--- config.mk ---
export PLATFORM = sky130hd
export DESIGN_NAME = motor_step_gen
export DESIGN_NICKNAME = d
export VERILOG_FILES = /design/src/rtl/motor_step_gen.sv
export SDC_FILE = /design/constraint.sdc
export NUM_CORES = 1
export LEC_CHECK = 0
export BUFFER_PORTS_ARGS = -buffer_cell sky130_fd_sc_hd__buf_2
export CAP_MARGIN = 20
export CORE_MARGIN = 5
export CORE_UTILIZATION = 55
export CTS_CLUSTER_DIAMETER = 30
export DETAILED_ROUTE_END_ITERATION = 8
export HOLD_SLACK_MARGIN = 0.05
export PLACE_DENSITY = 0.71
export SYNTH_ARGS = -nofsm -noshare
export SYNTH_HDL_FRONTEND = slang
export SYNTH_SLANG_ARGS = --single-unit
--- constraint.sdc ---
create_clock -name CLK -period 6.4 [get_ports CLK]
set_input_delay 1.92 -clock CLK [delete_from_list [all_inputs] [get_ports CLK]]
set_output_delay 1.92 -clock CLK [all_outputs]
set_load 0.02 [all_outputs]
--- src/rtl/motor_step_gen.sv ---
// motor_step_gen: STEP/DIR/ENA generator for a stepper driver.
// Trapezoidal speed profile, DIR-to-STEP setup delay, step counter.
//
// Ports:
//   CLK      system clock
//   RST      asynchronous, active-high reset
//   dir      requested direction (1=FW, 0=BW)
//   en       run request
//   STEP     registered step pulse
//   MOT_DIR  registered direction to driver
//   MOT_EN   registered driver enable
//   busy     high whenever the FSM is not idle
//   step_cnt steps issued since reset, wraps at 0xFFFF
module motor_step_gen #(
  parameter int CW        = 16,
  parameter int PER_MAX   = 1000,
  parameter int PER_MIN   = 200,
  parameter int PER_STEP  = 50,
  parameter int PULSE_W   = 10,
  parameter int SETUP_CYC = 20
) (
  input  logic        CLK,
  input  logic        RST,
  input  logic        dir,
  input  logic        en,
  output logic        STEP,
  output logic        MOT_DIR,
  output logic        MOT_EN,
  output logic        busy,
  output logic [15:0] step_cnt
);

  typedef enum logic [2:0] {
    S_IDLE,
    S_SETUP,
    S_RUN_UP,
    S_CRUISE,
    S_RUN_DN
  } state_t;

  localparam logic [CW-1:0] PMAX_C  = CW'(PER_MAX);
  localparam logic [CW-1:0] PW_C    = CW'(PULSE_W);
  localparam logic [CW-1:0] SCYC_C  = CW'(SETUP_CYC);
  localparam logic [CW:0]   PMAX_W  = (CW+1)'(PER_MAX);
  localparam logic [CW:0]   PMIN_W  = (CW+1)'(PER_MIN);
  localparam logic [CW:0]   PSTEP_W = (CW+1)'(PER_STEP);

  state_t        state_q;
  logic [CW-1:0] period_q;
  logic [CW-1:0] pcnt_q;
  logic [CW-1:0] scnt_q;
  logic [15:0]   step_cnt_q;
  logic          step_q;
  logic          dir_q;
  logic          en_q;

  logic [CW:0]   per_slow_d;
  logic [CW:0]   per_fast_d;
  logic [CW-1:0] pcnt_nx_d;
  logic          per_end;
  logic          slow_stop;
  logic          stop_req;

  assign STEP     = step_q;
  assign MOT_DIR  = dir_q;
  assign MOT_EN   = en_q;
  assign step_cnt = step_cnt_q;
  assign busy     = (state_q != S_IDLE);

  // Ramp math is one bit wider than the period so neither
  // the add nor the subtract can wrap.
  assign per_slow_d = {1'b0, period_q} + PSTEP_W;
  assign per_fast_d =
    ({1'b0, period_q} >= (PMIN_W + PSTEP_W)) ?
    ({1'b0, period_q} - PSTEP_W) : PMIN_W;

  assign pcnt_nx_d = pcnt_q + 1'b1;
  assign per_end   = (pcnt_q == (period_q - 1'b1));
  assign slow_stop = (per_slow_d >= PMAX_W);
  assign stop_req  = !en || (dir != dir_q);

  always_ff @(posedge CLK or posedge RST) begin
    if (RST) begin
      state_q    <= S_IDLE;
      period_q   <= PMAX_C;
      pcnt_q     <= '0;
      scnt_q     <= '0;
      step_cnt_q <= '0;
      step_q     <= 1'b0;
      dir_q      <= 1'b1;
      en_q       <= 1'b0;
    end else begin
      unique case (state_q)
        S_IDLE: begin
          step_q <= 1'b0;
          en_q   <= 1'b0;
          // Direction is only ever latched here, so the
          // driver never sees DIR move while enabled.
          if (en) begin
            dir_q   <= dir;
            en_q    <= 1'b1;
            scnt_q  <= SCYC_C - 1'b1;
            state_q <= S_SETUP;
          end
        end

        S_SETUP: begin
          if (!en) begin
            en_q    <= 1'b0;
            state_q <= S_IDLE;
          end else if (scnt_q == '0) begin
            // First step of the run rises on this edge.
            period_q   <= PMAX_C;
            pcnt_q     <= '0;
            step_q     <= 1'b1;
            step_cnt_q <= step_cnt_q + 16'd1;
            state_q    <= S_RUN_UP;
          end else begin
            scnt_q <= scnt_q - 1'b1;
          end
        end

        S_RUN_UP, S_CRUISE, S_RUN_DN: begin
          if (!per_end) begin
            pcnt_q <= pcnt_nx_d;
            step_q <= (pcnt_nx_d < PW_C);
          end else if ((state_q == S_RUN_DN) || stop_req) begin
            // Stop/reverse requests are only acted on at the
            // period boundary, so a step is never cut short.
            if (slow_stop) begin
              pcnt_q  <= '0;
              step_q  <= 1'b0;
              en_q    <= 1'b0;
              state_q <= S_IDLE;
            end else begin
              period_q   <= per_slow_d[CW-1:0];
              pcnt_q     <= '0;
              step_q     <= 1'b1;
              step_cnt_q <= step_cnt_q + 16'd1;
              state_q    <= S_RUN_DN;
            end
          end else if (state_q == S_RUN_UP) begin
            period_q   <= per_fast_d[CW-1:0];
            pcnt_q     <= '0;
            step_q     <= 1'b1;
            step_cnt_q <= step_cnt_q + 16'd1;
            if (per_fast_d == PMIN_W) begin
              state_q <= S_CRUISE;
            end
          end else begin
            pcnt_q     <= '0;
            step_q     <= 1'b1;
            step_cnt_q <= step_cnt_q + 16'd1;
          end
        end

        default: begin
          step_q  <= 1'b0;
          en_q    <= 1'b0;
          state_q <= S_IDLE;
        end
      endcase
    end
  end

endmodule
==> results of run 1 <==
[cell families after synthesis]
group,count (synthesis),synth area share (%)
adder cells (fa/ha/maj),7,1.683
XOR/XNOR,56,9.687
buffers and inverters,61,5.072
AND/OR/NAND/NOR,271,27.64
flip-flops,70,33.82
multiplexers,9,1.947
AO/OA/AOI/OAI,156,20.14
[state kept, by name (all words and copies together), names as in the netlist]
register / count
step_cnt: 16
MOT_DIR: 1
MOT_EN: 1
STEP: 1
state_q: 3
pcnt_q: 16
period_q: 16
scnt_q: 16
[cell usage after synthesis (4+ instances only)]
cell type	instances	area (um^2)
mux2_2	5	56.30
nor3_1	32	160.2
a211oi_1	5	37.54
dfstp_2	7	183.9
dfrtp_1	63	1577
ha_1	7	87.58
o21ai_0	30	150.1
a22oi_1	7	52.55
or4_1	5	37.54
nand2b_1	13	81.33
a31oi_1	16	100.1
buf_2	7	35.03
nor2_1	56	210.2
o211ai_1	4	30.03
xnor2_1	26	227.7
clkbuf_1	29	108.9
inv_1	17	63.81
a2bb2oi_1	5	43.79
nand4_1	14	87.58
nand3_1	29	145.1
and2_1	9	56.30
or3_1	8	50.05
nand3b_1	4	30.03
nand2_1	51	191.4
o22ai_1	9	56.30
and3_1	12	75.07
xor2_1	29	254.0
a21oi_1	39	195.2
nor4_1	14	87.58
a2111oi_0	4	35.03
[report_power, final]
group          total (uW)  internal, uW  switching [uW]
combinational        1080           434             645
sequential            769           545             225
clock                 343           161             182
[path summary, 6_finish.rpt]
path                                     startpoint                  endpoint  slack [ns]  cells past startpoint
hold reg to reg            step_cnt[15]$_DFFE_PP0P_  step_cnt[15]$_DFFE_PP0P_        0.48                      1
max in group asynchronous                       RST     pcnt_q[4]$_DFFE_PP0P_        4.00                      3
min in group asynchronous                       RST  period_q[13]$_DFFE_PP0P_        1.83                      3
hold / removal             step_cnt[15]$_DFFE_PP0P_  step_cnt[15]$_DFFE_PP0P_        0.48                      1
setup / recovery                                dir    state_q[2]$_DFFE_PP0P_        2.59                      8
setup reg to reg            period_q[2]$_DFFE_PP0P_   period_q[2]$_DFFE_PP0P_        2.63                      9
[cell usage in the layout, fill, tap and decap left out, types with 5 or more instances in the layout]
| cell | netlist | routed |
|---|---|---|
| nand4_1 | 14 | 14 |
| ha_1 | 7 | 7 |
| and3_1 | 12 | 12 |
| or4_1 | 5 | 5 |
| or3_1 | 8 | 8 |
| xor2_1 | 29 | 29 |
| a211oi_1 | 5 | 5 |
| nor4_1 | 14 | 14 |
| nand3_1 | 29 | 29 |
| dfrtp_1 | 63 | 63 |
| nor2_1 | 56 | 56 |
| nand2b_1 | 13 | 13 |
| and2_1 | 9 | 9 |
| nor3_1 | 32 | 32 |
| inv_1 | 17 | 16 |
| xnor2_1 | 26 | 26 |
| nand2_1 | 51 | 51 |
| a2bb2oi_1 | 5 | 5 |
| clkbuf_8 | 0 | 11 |
| o21ai_0 | 30 | 30 |
| dfstp_2 | 7 | 7 |
| a21oi_1 | 39 | 38 |
| buf_2 | 7 | 23 |
| a31oi_1 | 16 | 16 |
| a22oi_1 | 7 | 7 |
| mux2_2 | 5 | 5 |
| o22ai_1 | 9 | 9 |
[layer usage]
metal	GRT usage (%)	vias up	wire length (um)
li1	-	2284	-
met1	33.97	2306	6018
met2	36.77	185	6138
met3	5.279	31	942
met4	8.037	0	309
met5	0	-	0
[through the flow]
stage / area (um^2) / setup slack [ns] / utilization [%]
2_1_floorplan: 5205 / 2.723 / -
3_3_place_gp: 5315 / 2.281 / 57.52
3_5_place_dp: 5315 / 2.250 / 57.52
4_1_cts: 5500 / 2.623 / 59.53
5_1_grt: 5500 / 2.386 / 59.53
6_report: 5500 / 2.595 / 59.53
[area by class of cell]
cell class	instances	area, um^2	area share, %
Sequential cell	70	1760	32.01
Multi-Input combinational cell	499	3184	57.89
Clock buffer	11	151.4	2.752
Inverter	17	63.81	1.160
Clock inverter	5	33.78	0.6142
Tap cell	129	161.4	2.934
Timing Repair Buffer	27	145.1	2.639
==> flow_summary_export.csv, run 1 <==
group,metric,value,unit
synthesis,ys_warn_count,0,
outcome,status,"completed",
clock_network,cts.sinks,70,
die,die-width,107.3,um
clock_network,clock_latency,0.36,ns
detailed_routing,routed_wire_length_per_instance,17.69,um
clock_network,ctsResizeCount,0,
worst_setup_path,cp_slowest_cell,"nor2_1",
run,cap_violations,0,
sta,relSlewSlack,28.78,%
clock_network,h-tree-depth,3,
cells_and_area,drive_above_1_share,11.76,%
sta,post-route-period-util,59.45,%
global_routing,grt_max_degree,71,
sta,fin_crit,3.805,ns
die,die_y,107.3,um
sta,rsz0062_at_grt,"no",
global_routing,grt.overflow.total,0,
synthesis,ys_seq_area_share,33.82,%
clock_network,cts_made_buffers,9,
cells_and_area,nFillCells,849,
worst_setup_path,worstPathRequired,6.64,ns
clock_network,cts_hold_buf,0,
synthesis,ys_types,74,
worst_setup_path,crit_path_max_incr_delay,0.40,ns
global_routing,grt_pass1_vias,4422,
sta,setup_viol,0,
placed_design,gp_congestion,0.9967,
power_and_ir_drop,total_power,2192,uW
min_path,hp-class,"reg -> reg",
global_routing,grt_use_total,24.12,%
cells_and_area,final_cells,758,
power_and_ir_drop,p_leak,0.002328,uW
placed_design,dp_cells,742,
sta,tightest_slew,1.068,ns
synthesis,syn_inst,630,
synthesis,synthesis.nets,641,
die,io_pins,24,
clock_network,clock_path_buffers,2,
sta,hold_ws,0.4750,ns
worst_setup_path,worstSetupEndpointType,"flop",
detailed_routing,drt_first_pass_iters,6,
synthesis,async_flop_share,100.0,%
power_and_ir_drop,cellPowerDensity,398.5,nW/um^2
synthesis,syn_area,5205,um^2
worst_setup_path,cp-start-kind,"input port",
clock_network,post_cts_buffers,0,
sta,finalHoldViolations,0,
clock_network,clk_pin_slew,0.08,ns
die,die-area,11510,um^2
synthesis,synth_ff_type,"dfrtp_1",
die,rows,35,
worst_setup_path,crit_chain,"buf_2 > xnor2_1 > nand3_1 > nor2_1 > nand2_1 > a31oi_1 > or3b_4 > mux2_4",
global_routing,antenna_found_initial,0,
placed_design,io_buffers,23,
worst_setup_path,worstPathMaxFanout,10,
synthesis,synth-seq-cells,70,
detailed_routing,drtAntennaViolNets,0,
worst_setup_path,worst-path-buf-inv,1,
sta,skew,0.01708,ns
worst_setup_path,cpLargestDelayFamily,"simple AND/OR/NAND/NOR gates",
placed_design,hpwl,9480,um
detailed_routing,wirelength,13410,um
clock_network,cts_root_buf,"clkbuf_8",
synthesis,synth-edff-count,0,
cells_and_area,nNetsFinal,635,
worst_setup_path,worstSetupPathType,"in -> reg",
cells_and_area,diodes,0,
detailed_routing,vias_per_cell,6.340,
cells_and_area,area_growth_syn_to_layout,5.673,%
sta,tns,0,ns
die,start_util,56.33,%
sta,maxSlewViolCount,0,
detailed_routing,drt_iter0_drc,406,
power_and_ir_drop,ir_drop,202.7,uV
detailed_routing,drc_errors,0,
worst_setup_path,critPathArrivalTime,4.05,ns
clock_network,cts_tree,"built",
global_routing,grt_first_pass_wirelength,22310,um
die,core,9240,um^2
synthesis,syn_area_per_cell,8.262,um^2
sta,fmaxAchievable,0.2628,GHz
detailed_routing,dr_total_vias,4806,
Note: power is estimated with default switching activity, not from simulation.
==> run 2: changes to the inputs <==
--- a/config.mk
+++ b/config.mk
@@ -5,6 +5,7 @@
 export SDC_FILE = /design/constraint.sdc
 export NUM_CORES = 1
 export LEC_CHECK = 0
+export ABC_AREA = 1
 export BUFFER_PORTS_ARGS = -buffer_cell sky130_fd_sc_hd__buf_2
 export CAP_MARGIN = 20
 export CORE_MARGIN = 5
@@ -12,7 +13,7 @@
 export CTS_CLUSTER_DIAMETER = 30
 export DETAILED_ROUTE_END_ITERATION = 8
 export HOLD_SLACK_MARGIN = 0.05
-export PLACE_DENSITY = 0.71
+export PLACE_DENSITY = 0.73
 export SYNTH_ARGS = -nofsm -noshare
 export SYNTH_HDL_FRONTEND = slang
 export SYNTH_SLANG_ARGS = --single-unit
==> constraint.sdc (replaced) <==
create_clock -name CLK -period 3.1 [get_ports CLK]
set_input_delay 0.93 -clock CLK [delete_from_list [all_inputs] [get_ports CLK]]
set_output_delay 0.93 -clock CLK [all_outputs]
set_load 0.02 [all_outputs]
==> flow_summary_export.csv, run 2 <==
group,metric,value,unit
outcome,status,"completed",
global_routing,grt_use_total,23.32,%
die,die-area,12310,um^2
global_routing,grt.overflow.total,0,
detailed_routing,dr_total_vias,5389,
sta,tightest_slew,0.5465,ns
global_routing,grt_max_degree,71,
sta,tns,0,ns
die,core,9864,um^2
synthesis,ys_seq_area_share,31.41,%
sta,rsz0062_at_grt,"yes",
sta,setup_viol,0,
global_routing,top_usage_layer,"met2",
synthesis,synth-seq-cells,70,
worst_setup_path,worstSetupPathType,"reg -> reg",
clock_network,cts_tree,"built",
synthesis,yosysMostFrequentCell,"nand2_1",
placed_design,io_buffers,23,
synthesis,synth-edff-count,0,
worst_setup_path,crit_chain,"inv_1 > ha_1 > nand2_1 > nor2_2 > nand2_1 > nand2_1 > nand2_1 > nor2_1 > nand2_1 > nor2_1 > nand3_2 > nand2_2 > buf_4 > nand3_1 > nand2_1 > nand2_1",
clock_network,clk_pin_slew,0.08,ns
global_routing,antenna_found_initial,0,
synthesis,ys_top_cells_by_count,"nand2_1, nand3_1, inv_1",
cells_and_area,layout_commonest_cell,"nand2_1",
worst_setup_path,critPathMostFrequentCell,"nand2_1",
die,die_y,110.9,um
worst_setup_path,worstPathMaxFanout,9,
synthesis,ys_warn_count,0,
power_and_ir_drop,ir_drop,485.1,uV
worst_setup_path,critPathArrivalTime,3.01,ns
detailed_routing,routed_wire_length_per_instance,13.81,um
clock_network,cts_made_buffers,9,
cells_and_area,nFillCells,922,
sta,relSlewSlack,63.28,%
synthesis,syn_area_per_cell,6.585,um^2
synthesis,synth_ff_type,"dfrtp_1",
clock_network,cts.sinks,70,
synthesis,async_flop_share,100.0,%
sta,fin_crit,2.783,ns
sta,maxSlewViolCount,0,
synthesis,yosys-top-cells-area,"dfrtp_1, nand2_1, nand3_1, inv_1, nor2_1",
clock_network,clock_latency,0.36,ns
die,start_util,56.81,%
worst_setup_path,cp_slowest_cell,"dfrtp_1",
sta,finalHoldViolations,0,
synthesis,syn_area,5604,um^2
detailed_routing,drc_errors,0,
synthesis,ys_types,41,
cells_and_area,final_area,5995,um^2
worst_setup_path,cp-start-kind,"flop",
global_routing,met1_usage,32.04,%
sta,post-route-period-util,89.78,%
min_path,hp-class,"reg -> reg",
cells_and_area,drive_above_1_share,11.28,%
sta,fmaxAchievable,0.3593,GHz
synthesis,yosys.area.top_type_share,28.13,%
die,io_pins,24,
power_and_ir_drop,p_leak,0.002963,uW
cells_and_area,nNetsFinal,875,
clock_network,clock_path_buffers,2,
detailed_routing,vias_per_cell,5.378,
detailed_routing,drtAntennaViolNets,0,
detailed_routing,wirelength,13830,um
synthesis,yosys.area.top_type,"dfrtp_1",
run,cap_violations,0,
worst_setup_path,worstPathRequired,3.33,ns
sta,skew,0.01476,ns
cells_and_area,diodes,0,
die,die-width,110.9,um
clock_network,h-tree-depth,3,
clock_network,post_cts_buffers,0,
placed_design,gp_congestion,1.063,
cells_and_area,utilization,60.77,%
die,rows,36,
placed_design,hpwl,10610,um
worst_setup_path,crit_path_max_incr_delay,0.49,ns
global_routing,grt_pass1_vias,5264,
cells_and_area,area_growth_syn_to_layout,6.966,%
global_routing,use_met2,38.27,%
global_routing,grt_first_pass_wirelength,24430,um
worst_setup_path,worstSetupEndpointType,"flop",
synthesis,synthesis.nets,862,
clock_network,cts_root_buf,"clkbuf_8",
sta,hold_ws,0.4693,ns
placed_design,placed_area,5757,um^2
worst_setup_path,worst-path-buf-inv,2,
detailed_routing,drt_first_pass_iters,4,
synthesis,syn_inst,851,
cells_and_area,final_cell_mix,"nand2_1, nand3_1, inv_1",
global_routing,met3_usage,3.548,%
power_and_ir_drop,cellPowerDensity,921.7,nW/um^2
detailed_routing,drt_iter0_drc,368,
worst_setup_path,cpLargestDelayFamily,"simple AND/OR/NAND/NOR gates",
[run 2: stage by stage]
| stage | total power [uW] | instances | setup slack [ns] |
|---|---|---|---|
| 2_1_floorplan | 4059 | 851 | 0.4134 |
| 3_3_place_gp | 4569 | 986 | 0.3765 |
| 3_5_place_dp | 4634 | 986 | 0.3411 |
| 4_1_cts | 5516 | 1002 | 0.3058 |
| 5_1_grt | 6059 | 1002 | -0.008506 |
| 6_report | 5525 | 1002 | 0.3168 |
[run 2: power breakdown]
| group | internal, uW | switching [uW] |
|---|---|---|
| registers | 1200 | 442 |
| logic | 1000 | 2020 |
| clock network | 497 | 370 |
[run 2: area by class of cell]
class / instances / area, um^2 / share of cell area (%)
clock buffers: 11 / 151.4 / 2.526
clock inverters: 5 / 81.33 / 1.357
inverters: 94 / 352.8 / 5.886
multi-input cells: 659 / 3302 / 55.08
flip-flops and latches: 70 / 1760 / 29.37
well taps: 133 / 166.4 / 2.776
repair buffers: 30 / 180.2 / 3.006
[run 2: cell families after synthesis]
logic type               after synthesis  share of synthesized area, %
XOR/XNOR                              43                         6.720
adder cells (fa/ha/maj)                7                         1.563
AND/OR/NAND/NOR                      525                         42.09
flip-flops                            70                         31.41
AO/OA/AOI/OAI                         84                         8.462
buffers and inverters                122                         9.756
[run 2: per-layer routing]
layer  share of wire (%)  routed length, um
met1                  47               6567
met2                  47               6477
met3                 4.0                547
met4                 1.7                240
met5                   0                  0
[run 2: worst min-delay path, cell delays in order, from the launching register on]
cell and delay, ns:
dfrtp_1 0.34, nand2_1 0.05, nand2_1 0.05
[run 2: worst paths after layout]
path,start,end,cells past startpoint,slack [ns]
max in group asynchronous,RST,period_q[3]$_DFFE_PP1P_,3,2.14
hold reg to reg,MOT_EN$_DFFE_PP0P_,MOT_EN$_DFFE_PP0P_,2,0.47
hold / removal,MOT_EN$_DFFE_PP0P_,MOT_EN$_DFFE_PP0P_,2,0.47
setup / recovery,period_q[1]$_DFFE_PP0P_,MOT_EN$_DFFE_PP0P_,16,0.32
min in group asynchronous,RST,step_cnt[11]$_DFFE_PP0P_,3,0.64
setup reg to reg,period_q[1]$_DFFE_PP0P_,MOT_EN$_DFFE_PP0P_,16,0.32
[run 2: timing repair]
item,4_1_cts,5_1_grt
setup endpoints to repair,0,4
hold buffers,0,0
resized for setup,0,1
==> run 3: changes to the inputs <==
--- a/config.mk
+++ b/config.mk
@@ -13,7 +13,7 @@
 export CTS_CLUSTER_DIAMETER = 30
 export DETAILED_ROUTE_END_ITERATION = 8
 export HOLD_SLACK_MARGIN = 0.05
-export PLACE_DENSITY = 0.73
+export PLACE_DENSITY = 0.7
 export SYNTH_ARGS = -nofsm -noshare
 export SYNTH_HDL_FRONTEND = slang
 export SYNTH_SLANG_ARGS = --single-unit
==> constraint.sdc (replaced) <==
create_clock -name CLK -period 3.38 [get_ports CLK]
set_input_delay 1.014 -clock CLK [delete_from_list [all_inputs] [get_ports CLK]]
set_output_delay 1.014 -clock CLK [all_outputs]
set_load 0.02 [all_outputs]
==> flow_summary_export.csv, run 3 (synthesis gave the netlist of run 2 again) <==
group,metric,value,unit
sta,rsz0062_at_grt,"no",
clock_network,cts_root_buf,"clkbuf_8",
sta,post-route-period-util,84.10,%
clock_network,clk_pin_slew,0.08,ns
clock_network,cts.sinks,70,
sta,setup_viol,0,
die,die_y,110.9,um
clock_network,clock_path_buffers,2,
placed_design,io_buffers,23,
cells_and_area,diodes,0,
cells_and_area,nFillCells,944,
sta,tns,0,ns
detailed_routing,drt_iter0_drc,365,
sta,finalHoldViolations,0,
global_routing,grt_pass1_vias,4966,
global_routing,grt_first_pass_wirelength,23670,um
cells_and_area,nNetsFinal,877,
clock_network,cts_hold_buf,0,
cells_and_area,area_growth_syn_to_layout,7.189,%
detailed_routing,wirelength,14050,um
placed_design,dp_slack,0.5772,ns
global_routing,use_met2,36.29,%
cells_and_area,final_cell_mix,"nand2_1, nand3_1, inv_1",
run,cap_violations,0,
power_and_ir_drop,power_frac_comb,54.4,%
power_and_ir_drop,ir_drop,452.3,uV
placed_design,hpwl,10830,um
detailed_routing,drt_first_pass_iters,7,
power_and_ir_drop,switching_share,50.88,%
power_and_ir_drop,power_frac_seq,28.9,%
worst_setup_path,worstPathRequired,3.63,ns
placed_design,gp_congestion,1.050,
worst_setup_path,cpLargestDelayFamily,"simple AND/OR/NAND/NOR gates",
sta,relSlewSlack,62.68,%
clock_network,h-tree-depth,3,
sta,maxSlewViolCount,0,
placed_design,dp_cells,988,
clock_network,ctsResizeCount,0,
global_routing,top_usage_layer,"met2",
cells_and_area,final_cells,1004,
worst_setup_path,cp_slowest_cell,"dfrtp_1",
sta,tightest_slew,0.5555,ns
power_and_ir_drop,internal_power,2538,uW
sta,hold_ws,0.4826,ns
worst_setup_path,cp-start-kind,"flop",
global_routing,grt_use_total,22.81,%
detailed_routing,vias_per_cell,5.488,
sta,fin_crit,2.843,ns
worst_setup_path,critPathArrivalTime,3.09,ns
cells_and_area,register_area,1760,um^2
clock_network,cts_made_buffers,9,
cells_and_area,layout_commonest_cell,"nand2_1",
global_routing,grt_max_degree,37,
detailed_routing,dr_total_vias,5510,
power_and_ir_drop,total_power,5167,uW
clock_network,cts_tree,"built",
cells_and_area,drive_above_1_share,11.25,%
die,rows,36,
worst_setup_path,worstPathMaxFanout,7,
sta,fmaxAchievable,0.3518,GHz
worst_setup_path,crit_chain,"inv_1 > ha_1 > nand2_1 > nand2_1 > nand2_1 > o31ai_1 > nand2_1 > nor2_1 > nand3_1 > a21oi_1 > nand2_1 > nand2_1 > nand2_1",
die,start_util,56.81,%
worst_setup_path,crit_path_max_incr_delay,0.48,ns
sta,fin_ws,0.5374,ns
detailed_routing,routed_wire_length_per_instance,13.99,um
min_path,hp-class,"reg -> reg",
cells_and_area,multi_input_area,3297,um^2
power_and_ir_drop,cellPowerDensity,860.2,nW/um^2
power_and_ir_drop,p_leak,0.002972,uW
power_and_ir_drop,switchingPower,2629,uW
detailed_routing,drtAntennaViolNets,0,
worst_setup_path,worst-path-buf-inv,1,
sta,skew,0.01220,ns
detailed_routing,drc_errors,0,
global_routing,met1_usage,32.07,%
worst_setup_path,critPathMostFrequentCell,"nand2_1",
worst_setup_path,worstSetupPathType,"reg -> reg",
clock_network,clock_latency,0.35,ns
outcome,status,"completed",
global_routing,met3_usage,3.603,%
die,io_pins,24,
worst_setup_path,worstSetupEndpointType,"flop",
power_and_ir_drop,p_clk_share,16.7,%
die,die-area,12310,um^2
global_routing,antenna_found_initial,0,
clock_network,post_cts_buffers,0,
die,core,9864,um^2
global_routing,grt.overflow.total,0,
die,die-width,110.9,um
==> run 3: final timing paths <==
path | end | cells after the start | slack (ns) | from
min in group asynchronous | MOT_EN$_DFFE_PP0P_ | 3 | 0.75 | RST
min | MOT_EN$_DFFE_PP0P_ | 2 | 0.48 | MOT_EN$_DFFE_PP0P_
min reg2reg | MOT_EN$_DFFE_PP0P_ | 2 | 0.48 | MOT_EN$_DFFE_PP0P_
max in group asynchronous | period_q[9]$_DFFE_PP1P_ | 3 | 2.26 | RST
max | state_q[0]$_DFFE_PP0P_ | 13 | 0.54 | period_q[1]$_DFFE_PP0P_
max reg2reg | state_q[0]$_DFFE_PP0P_ | 13 | 0.54 | period_q[1]$_DFFE_PP0P_
==> run 3: metrics by stage <==
stage / util [%] / area, um^2
after floorplan: - / 5604
after global placement: 58.38 / 5759
after detailed placement: 58.38 / 5759
after CTS: 60.90 / 6007
after global routing: 60.90 / 6007
final: 60.90 / 6007
==> run 3: final cells by class <==
type	count	share of cell area [%]
flip-flops and latches	70	29.31
inverters	94	5.874
well taps	133	2.770
clock buffers	11	2.354
clock inverters	5	1.770
repair buffers	32	3.041
multi-input cells	659	54.88
==> run 3: per-layer routing <==
layer	vias to the layer above	wire length (um)
met5	-	0
met4	0	137
met3	17	872
met2	166	6430
met1	2545	6608
li1	2782	-
==> run 3: worst reg2reg max path, stage by stage, from the launching register on <==
cell     delay (ns)
dfrtp_1        0.48
inv_1          0.20
ha_1           0.27
nand2_1        0.12
nand2_1        0.20
nand2_1        0.12
o31ai_1        0.40
nand2_1        0.09
nor2_1         0.19
nand3_1        0.11
a21oi_1        0.28
nand2_1        0.14
nand2_1        0.07
nand2_1        0.05
==> run 3: power by group through the flow <==
| stage | Sequential [uW] | Clock (uW) | Combinational [uW] |
|---|---|---|---|
| after floorplan | 1310 | 0 | 2410 |
| after global placement | 1490 | 0 | 2720 |
| after detailed placement | 1500 | 0 | 2770 |
| after CTS | 1480 | 872 | 2780 |
| after global routing | 1540 | 919 | 3140 |
| final | 1500 | 862 | 2810 |
